[config.mk]
export PLATFORM = sky130hd
export DESIGN_NAME = psum_collector
export DESIGN_NICKNAME = d
export VERILOG_FILES = /design/src/rtl/psum_collector_pkg.sv /design/src/rtl/psum_column_fifo.sv /design/src/rtl/psum_collector.sv
export SDC_FILE = /design/constraint.sdc
export NUM_CORES = 1
export LEC_CHECK = 0
export BUFFER_PORTS_ARGS = -buffer_cell sky130_fd_sc_hd__clkbuf_2
export CAP_MARGIN = 20
export CORE_MARGIN = 2
export CORE_UTILIZATION = 35
export DETAILED_ROUTE_END_ITERATION = 8
export HOLD_SLACK_MARGIN = 0.03
export PLACE_DENSITY = 0.56
export SETUP_SLACK_MARGIN = 0.3
export SYNTH_ARGS = -nofsm -noshare
export SYNTH_HDL_FRONTEND = slang
export SYNTH_SLANG_ARGS = --single-unit
[constraint.sdc]
create_clock -name CLK -period 8.26 [get_ports CLK]
set_input_delay 1.652 -clock CLK [delete_from_list [all_inputs] [get_ports CLK]]
set_output_delay 1.652 -clock CLK [all_outputs]
set_load 0.02 [all_outputs]
[src/rtl/psum_collector_pkg.sv]
// psum_collector_pkg
//   Shared definitions for the partial-sum collector below the systolic array.
//   - ACC_DW_DEFAULT : default width of one signed column psum
//   - COLS_DEFAULT   : default number of PE columns
//   - slice_lsb()    : bit offset of column c inside a packed row
//   - stall_headroom(): entries kept free for skewed data still in flight
//   - fifo_op_e      : per-cycle FIFO operation (push/pop combination)
package psum_collector_pkg;

    localparam int unsigned ACC_DW_DEFAULT = 32;
    localparam int unsigned COLS_DEFAULT   = 4;

    // One FIFO slot per column may still be in flight when STALL rises,
    // because columns are skewed by one cycle each.
    localparam int unsigned STALL_HEADROOM = COLS_DEFAULT;

    typedef enum logic [1:0] {
        FIFO_IDLE = 2'b00,
        FIFO_POP  = 2'b01,
        FIFO_PUSH = 2'b10,
        FIFO_BOTH = 2'b11
    } fifo_op_e;

    // Column c occupies bits [c*w +: w] of a packed row.
    function automatic int unsigned slice_lsb(input int unsigned c, input int unsigned w);
        return c * w;
    endfunction

    // Headroom scales with the column count when COLS is overridden.
    function automatic int unsigned stall_headroom(input int unsigned cols);
        return cols;
    endfunction

endpackage

[src/rtl/psum_column_fifo.sv]
// psum_column_fifo
//   Synchronous FIFO holding the psums of one PE column.
//   Ports:
//     clk   : clock, rising edge
//     rst   : asynchronous clear of pointers/count, active-high
//     clr   : synchronous clear of pointers/count, active-high
//     push  : write request; ignored when full unless a pop happens too
//     pop   : read request; ignored when empty
//     din   : write data
//     full  : count == DEPTH
//     empty : count == 0
//     count : occupancy, 0..DEPTH
//     head  : oldest entry (undefined when empty)
module psum_column_fifo
    import psum_collector_pkg::*;
#(
    parameter  int unsigned W     = ACC_DW_DEFAULT,
    parameter  int unsigned DEPTH = 8,
    localparam int unsigned PW    = $clog2(DEPTH),
    localparam int unsigned CW    = $clog2(DEPTH + 1)
) (
    input  logic          clk,
    input  logic          rst,
    input  logic          clr,
    input  logic          push,
    input  logic          pop,
    input  logic [W-1:0]  din,
    output logic          full,
    output logic          empty,
    output logic [CW-1:0] count,
    output logic [W-1:0]  head
);

    logic [W-1:0]  mem [DEPTH];
    logic [PW-1:0] wr_ptr;
    logic [PW-1:0] rd_ptr;
    logic          do_push;
    logic          do_pop;
    fifo_op_e      op;

    assign full  = (count == CW'(DEPTH));
    assign empty = (count == '0);

    // A full FIFO still accepts a write when it pops on the same edge:
    // the freed slot is reused, so occupancy stays at DEPTH.
    assign do_pop  = pop && !empty;
    assign do_push = push && (!full || do_pop);
    assign op      = fifo_op_e'({do_push, do_pop});

    always_ff @(posedge clk or posedge rst) begin
        if (rst) begin
            wr_ptr <= '0;
            rd_ptr <= '0;
            count  <= '0;
        end else if (clr) begin
            wr_ptr <= '0;
            rd_ptr <= '0;
            count  <= '0;
        end else begin
            // DEPTH is a power of two, so pointers wrap naturally.
            if (do_push) wr_ptr <= wr_ptr + PW'(1);
            if (do_pop)  rd_ptr <= rd_ptr + PW'(1);
            case (op)
                FIFO_PUSH: count <= count + CW'(1);
                FIFO_POP:  count <= count - CW'(1);
                default:   count <= count;
            endcase
        end
    end

    // Storage is deliberately left out of reset.
    always_ff @(posedge clk) begin
        if (do_push) mem[wr_ptr] <= din;
    end

    assign head = mem[rd_ptr];

endmodule

[src/rtl/psum_collector.sv]
// psum_collector
//   Collects skewed column psums from the bottom PE row into per-column
//   FIFOs and emits complete rows over a valid/ready handshake.
//   Ports:
//     CLK       : clock, rising edge
//     ASYNC_RST : asynchronous reset, active-high
//     SYNC_RST  : synchronous clear, active-high (same effect as ASYNC_RST)
//     PsumIn    : column psums, column c at [c*W +: W]
//     ColValid  : per-column write strobes
//     OutData   : assembled row (zero when OutValid=0)
//     OutValid  : every column FIFO holds at least one entry
//     OutReady  : downstream accepts the row
//     STALL     : registered backpressure to the array controller
//     OVERFLOW  : sticky, a write hit a full FIFO
//     RowCount  : rows accepted downstream, wrapping
//   DEPTH must be a power of two and at least 2*COLS.
module psum_collector
    import psum_collector_pkg::*;
#(
    parameter  int unsigned COLS                   = COLS_DEFAULT,
    parameter  int unsigned ACCUMULATOR_DATA_WIDTH = ACC_DW_DEFAULT,
    parameter  int unsigned DEPTH                  = 8,
    parameter  int unsigned CNT_WIDTH              = 16,
    localparam int unsigned W                      = ACCUMULATOR_DATA_WIDTH,
    localparam int unsigned CW                     = $clog2(DEPTH + 1)
) (
    input  logic                 CLK,
    input  logic                 ASYNC_RST,
    input  logic                 SYNC_RST,
    input  logic [COLS*W-1:0]    PsumIn,
    input  logic [COLS-1:0]      ColValid,
    output logic [COLS*W-1:0]    OutData,
    output logic                 OutValid,
    input  logic                 OutReady,
    output logic                 STALL,
    output logic                 OVERFLOW,
    output logic [CNT_WIDTH-1:0] RowCount
);

    localparam logic [CW-1:0] STALL_THRESH = CW'(DEPTH - stall_headroom(COLS));

    logic [COLS-1:0] full_vec;
    logic [COLS-1:0] empty_vec;
    logic [CW-1:0]   count_arr [COLS];
    logic [W-1:0]    head_arr  [COLS];
    logic [CW-1:0]   cnt_nxt   [COLS];
    logic [COLS-1:0] acc_vec;
    logic            pop;
    logic            stall_d;
    logic            ovf_hit;

    for (genvar c = 0; c < COLS; c++) begin : g_col
        psum_column_fifo #(
            .W     (W),
            .DEPTH (DEPTH)
        ) u_fifo (
            .clk   (CLK),
            .rst   (ASYNC_RST),
            .clr   (SYNC_RST),
            .push  (ColValid[c]),
            .pop   (pop),
            .din   (PsumIn[slice_lsb(c, W) +: W]),
            .full  (full_vec[c]),
            .empty (empty_vec[c]),
            .count (count_arr[c]),
            .head  (head_arr[c])
        );
    end

    assign OutValid = &(~empty_vec);
    assign pop      = OutValid && OutReady;

    // Mirror each FIFO's accept rule to get its post-edge occupancy, so
    // STALL reflects the counts the FIFOs will hold after this edge.
    always_comb begin
        acc_vec = '0;
        stall_d = 1'b0;
        for (int unsigned c = 0; c < COLS; c++) begin
            acc_vec[c] = ColValid[c] && (!full_vec[c] || pop);
            cnt_nxt[c] = count_arr[c] + CW'(acc_vec[c]) - CW'(pop);
            if (cnt_nxt[c] >= STALL_THRESH) stall_d = 1'b1;
        end
    end

    // A full FIFO that pops on the same edge takes the write, so it is
    // not an overflow.
    assign ovf_hit = |(ColValid & full_vec & ~{COLS{pop}});

    always_comb begin
        OutData = '0;
        if (OutValid) begin
            for (int unsigned c = 0; c < COLS; c++) begin
                OutData[slice_lsb(c, W) +: W] = head_arr[c];
            end
        end
    end

    always_ff @(posedge CLK or posedge ASYNC_RST) begin
        if (ASYNC_RST) begin
            STALL    <= 1'b0;
            OVERFLOW <= 1'b0;
            RowCount <= '0;
        end else if (SYNC_RST) begin
            STALL    <= 1'b0;
            OVERFLOW <= 1'b0;
            RowCount <= '0;
        end else begin
            STALL <= stall_d;
            if (ovf_hit) OVERFLOW <= 1'b1;
            if (pop)     RowCount <= RowCount + CNT_WIDTH'(1);
        end
    end

endmodule
Word-level counts from Yosys, hierarchy flattened
Memory sizes are Yosys's and may differ from the RTL's.
Cells that the tools add are included.
W data, S select, Z words.
- register bits: 58
- memory bits (writable): 1024
- input bits: 136
- output and inout bits: 147
- logic and storage cells: 155
- memories kept: 4
- $add $sub $neg: 25
- magnitude comparators: 4
- equal/unequal tests: 12
- mux-type cells: 42
- bitwise gates (word level): 4
- reduce and logical (&&, ||, !) cells: 49
- memories (name ; depth ; width ; rd ports ; clocked after memory_dff ; wr ports ; RTL line ; RTL):
    g_col[0].u_fifo.mem ; 8 ; 32 ; 1 ; 0 ; 1 ; psum_column_fifo.sv:34 ; logic [W-1:0] mem [DEPTH];
    g_col[1].u_fifo.mem ; 8 ; 32 ; 1 ; 0 ; 1 ; psum_column_fifo.sv:34 ;
    g_col[2].u_fifo.mem ; 8 ; 32 ; 1 ; 0 ; 1 ; psum_column_fifo.sv:34 ;
    g_col[3].u_fifo.mem ; 8 ; 32 ; 1 ; 0 ; 1 ; psum_column_fifo.sv:34 ;
- operators by type and width (kind ; number):
    $mux W128 ; 1
    $mux W3 ; 16
    $mux W16 ; 2
    $pmux W4 S2 ; 4
    $add A3 B1 Y3 const B ; 8
    $reduce_bool A2 Y1 ; 10
    $add A16 B1 Y16 const B ; 1
    $add A4 B1 Y4 ; 4
    $add A4 B1 Y4 const B ; 4
    $eq A4 B4 Y1 const B ; 4
    $ge A4 B3 Y1 const B ; 4
    $logic_not A4 Y1 ; 4
    $mux W4 ; 4
    $sub A4 B1 Y4 ; 4
    $sub A4 B1 Y4 const B ; 4
    $mux W1 ; 15
    $logic_and A1 B1 Y1 ; 13
    $reduce_bool A3 Y1 ; 4
    $and A4 B4 Y4 ; 2
    $eq A2 B1 Y1 const B ; 4
    $eq A2 B2 Y1 const B ; 4
    $logic_not A1 Y1 ; 8
    $logic_or A1 B1 Y1 ; 8
    $not A4 Y4 ; 2
    2 further kinds ; 2

Depth between registers and ports, before layout
- depth after elaboration: 14
- mapped depth: 14

By module
A second synthesis with hierarchy kept.
- cell total of the unflattened synthesis: 2099
- area, all modules: 43854.6 µm²
- by module, submodules not included (module ; instances ; cells each ; area each (µm²)):
    psum_column_fifo ; 4 ; 448 ; 10392.5
    psum_collector ; 1 ; 307 ; 2284.7

Worst setup path before layout
OpenSTA, ideal clock, no wires.
- path kind: input to register
- start: in OutReady
- end: mem g_col[1].u_fifo.mem[0][0] (netlist name) (enable)
- setup time: 501 ps
- arrival: 5537 ps
- required time: 7759 ps
- setup slack: 2222 ps
- stages: 6
- path buffers: 2
- path through: buf_2 -> inv_1 -> nor2_2 -> buf_4 -> o21ai_1 -> nor4_1
- longest elaborated chain between the ends: 6
- ends and longest elaborated chain (element ; RTL line ; RTL):
    from (decl) ; psum_collector.sv:34 ; input logic OutReady,
    $logic_and A1 B1 Y1 ; psum_collector.sv:71 ; assign pop = OutValid && OutReady;
    $logic_and A1 B1 Y1 ; psum_column_fifo.sv:46 ; assign do_pop = pop && !empty;
    $logic_or A1 B1 Y1 ; psum_column_fifo.sv:47 ; assign do_push = push && (!full || do_pop);
    $logic_and A1 B1 Y1 ; psum_column_fifo.sv:47 ;
    $mux W1 ; psum_column_fifo.sv:73 ; if (do_push) mem[wr_ptr] <= din;
    $mux W1 (implied by the code) ; psum_column_fifo.sv:73 ;
    to (decl) ; psum_column_fifo.sv:34 ;
No other way between the ends.

Final worst setup path
- start: reg g_col[0].u_fifo.count[2]
- end: out OutData[85]
- longest elaborated chain between the ends: 4
- ends and longest elaborated chain (element ; RTL line ; RTL):
    from (decl) ; psum_column_fifo.sv:30 ; output logic [CW-1:0] count,
    from (signal assigned) ; psum_column_fifo.sv:64 ; FIFO_PUSH: count <= count + CW'(1);
    from (signal assigned) ; psum_column_fifo.sv:65 ; FIFO_POP: count <= count - CW'(1);
    from (signal assigned) ; psum_column_fifo.sv:66 ; default: count <= count;
    $logic_not A4 Y1 ; psum_column_fifo.sv:42 ; assign empty = (count == '0);
    $not A4 Y4 ; psum_collector.sv:70 ; assign OutValid = &(~empty_vec);
    $reduce_and A4 Y1 ; psum_collector.sv:70 ;
    $mux W128 ; psum_collector.sv:91 ; if (OutValid) begin
    to (decl) ; psum_collector.sv:32 ; output logic [COLS*W-1:0] OutData,
No other way between the ends.

==> flow_summary.ini <==
[setup_path]
required_ns = 6.61
crit_path_max_fanout = 77
startpoint_type = flop
end_kind = output port
critPathBufInv = 3
critical_path.slowest_cell = or4_4
max_stage_delay_ns = 0.82
crit_chain = inv_1 -> ha_1 -> nor3b_1 -> or4_4 -> buf_4 -> nor2_1 -> clkbuf_2
critPathTopFamily = simple AND/OR/NAND/NOR gates
arrival_ns = 3.85
criticalPathCategory = reg2out

[yosys]
syn_inst = 2069
synth_cell_types = 56
synth-seq-area-share = 0.755
syn_area_mm2 = 0.0426
ys_ff_latch = 1082
async_flop_share = 0.0536
synth_edf_count = 1024
yosys_warnings = 0
synthesis.nets = 2242
synth_ff_type = edfxtp_1
synth.avg_cell_area_um2 = 20.6

[clocking]
cts_buffers = 113
cts.clk_slew.worst_paths_ns = 0.06
postCtsSetupBuffers = 0
numClockSinks = 1082
ctsResizeCount = 0
cts_tree = done
clock_latency_ns = 0.69
root_buffer = clkbuf_16
ctsHoldBuffers = 0
h-tree-depth = 3
clockBufferDepth = 3

[placement]
dpl.hpwl_um = 51700
gp_congestion = 0.715
port_buffers = 282
placed_area_mm2 = 0.0462

[sta]
max_freq_ghz = 0.182
tightestPinTransition_ns = 1.02
finClkSkew_ns = 0.0244
hold_viol = 0
setup-violations-final = 0
finalCritPeriodShare = 0.667
slew_viol_final = 0
tns_ns = 0
period_minus_slack_ns = 5.51
maxSlewHeadroom = 0.320
rsz0062_at_grt = false

[grt]
antenna_found_initial = 11
grt_usage = 0.146
grt_max_degree = 78
grt_first_pass_wirelength_um = 138000
grt_pass1_vias = 22100
overflow = 0

[power_and_ir_drop]
p_per_area_mw_per_mm2 = 237
p_leak_nw = 16.1
worst_ir_drop_vdd_v = 0.000171
power.total_mw = 11.8

[cells_and_area]
layout.nets = 2581
seq_area_mm2 = 0.0322
final_cell_mix = 1024 x edfxtp_1, 282 x clkbuf_2, 256 x mux4_2
fin_area_mm2 = 0.0499
syn_to_final_growth_pct = 16.9
final_common_cell = edfxtp_1
multi_input_area_mm2 = 0.0101
nFillCells = 10800
layout-drive-gt1-share = 0.318

[die]
boundaryPins = 283
rows = 128
coreArea_mm2 = 0.121
die_y_um = 353
die_area_mm2 = 0.125
die_w_um = 353
initial_core_util = 0.351

[routing]
drcViolationCount = 0
vias = 20500
via_per_inst = 4.96
detail_route.wl_per_cell_um = 22.1
wirelength_um = 91300
ant_nets = 0
drt-pass1-iter-count = 5
drt-initial-drc-count = 1251

[status]
status = completed

[job]
max_cap_violations = 0

[min_path]
min_path_type = reg2reg
report_power, final:
part | switching (mW) | internal, mW | leakage (nW)
Combinational | 0.503 | 0.325 | 4.31
Clock | 2.04 | 2.70 | 1.69
Sequential | 0.0816 | 6.17 | 10.1
Total | 2.63 | 9.20 | 16.1
layer usage:
metal / wire length (um) / global-route usage / up-vias
met3: 4620 / 0.0288 / 139
met4: 1930 / 0.0441 / 14
met2: 46100 / 0.250 / 469
met1: 38600 / 0.188 / 10800
li1: - / - / 9088
met5: 92 / 0 / -
sequential cells by signal, indices dropped and copies added (netlist names):
signal / flops
STALL: 1
OVERFLOW: 1
g_col.u_fifo.wr_ptr: 12
g_col.u_fifo.rd_ptr: 12
RowCount: 16
g_col.u_fifo.count: 16
g_col.u_fifo.mem: 1024
worst register-to-register path, cell delays in order (launching register included):
cell and delay, ns:
dfrtp_1 0.38, inv_1 0.13, ha_1 0.17, nor3b_1 0.37, or4_4 0.82, buf_4 0.84, or3_1 0.21, ha_1 0.24
nand2_1 0.08, nor3_1 0.05, a21oi_1 0.28, o21a_1 0.17, o311ai_0 0.12, a41oi_1 0.41
final timing paths:
check	from	slack (ns)	endpoint	cells after the start
setup / recovery	g_col[0].u_fifo.count[2]$_DFFE_PP0P_	2.75	OutData[85]	7
hold reg to reg	OVERFLOW$_DFFE_PP0P_	0.51	OVERFLOW$_DFFE_PP0P_	2
setup reg to reg	g_col[0].u_fifo.count[2]$_DFFE_PP0P_	3.84	STALL$_DFF_PP0_	13
hold / removal	OVERFLOW$_DFFE_PP0P_	0.51	OVERFLOW$_DFFE_PP0P_	2
max in group asynchronous	ASYNC_RST	6.41	g_col[2].u_fifo.rd_ptr[0]$_DFFE_PP0P_	3
min in group asynchronous	ASYNC_RST	1.17	RowCount[15]$_DFFE_PP0P_	3
through the flow:
step           hold WS (ns)  setup slack, ns  instances   util
2_1_floorplan         0.518             2.22       2069      -
3_3_place_gp          0.483             3.09       3907  0.380
3_5_place_dp          0.490             3.04       3909  0.380
4_1_cts               0.507             2.57       4117  0.409
5_1_grt               0.553             2.32       4128  0.411
6_report              0.509             2.75       4128  0.411
cell families after synthesis:
kind of cell,count (synthesis),synth area share
adders and majority gates,37,0.0116
and+or+nand+nor,310,0.0329
DFF,1082,0.755
muxes,396,0.168
AOI/OAI and AO/OA,72,0.0107
buffers and inverters,132,0.0132
xor gates and xnor gates,40,0.00822
synthesized netlist by cell type (all sizes together) (2+ instances only):
| cell | n | area (um^2) |
|---|---|---|
| nand3 | 9 | 45.0 |
| buf | 34 | 190 |
| a21oi | 27 | 135 |
| edfxtp | 1024 | 30700 |
| or3b | 3 | 26.3 |
| nand4 | 5 | 61.3 |
| nor2 | 196 | 738 |
| o21ai | 13 | 68.8 |
| nor4 | 3 | 33.8 |
| xor2 | 20 | 175 |
| inv | 25 | 93.8 |
| o32ai | 2 | 17.5 |
| ha | 33 | 413 |
| or3 | 9 | 56.3 |
| mux4 | 256 | 5770 |
| fa | 4 | 80.1 |
| o211ai | 7 | 52.6 |
| xnor2 | 20 | 175 |
| o41ai | 2 | 17.5 |
| o2111ai | 2 | 17.5 |
| nor3b | 5 | 42.5 |
| mux2i | 139 | 1390 |
| clkbuf | 72 | 270 |
| nor3 | 27 | 150 |
| dfrtp | 58 | 1450 |
| nand2b | 13 | 81.3 |
| a31oi | 2 | 12.5 |
| a21o | 4 | 30.0 |
| nand2 | 35 | 131 |
| a211oi | 4 | 30.0 |
cell type report:
type,instances,share of cell area
Sequential cell,1082,0.646
Multi-Input combinational cell,855,0.202
Clock buffer,144,0.0590
Tap cell,1625,0.0408
Timing Repair Buffer,330,0.0395
Clock inverter,64,0.0103
Inverter,26,0.00206
Antenna cell,2,0.000100
No activity file was read; power rests on OpenSTA's default activity.
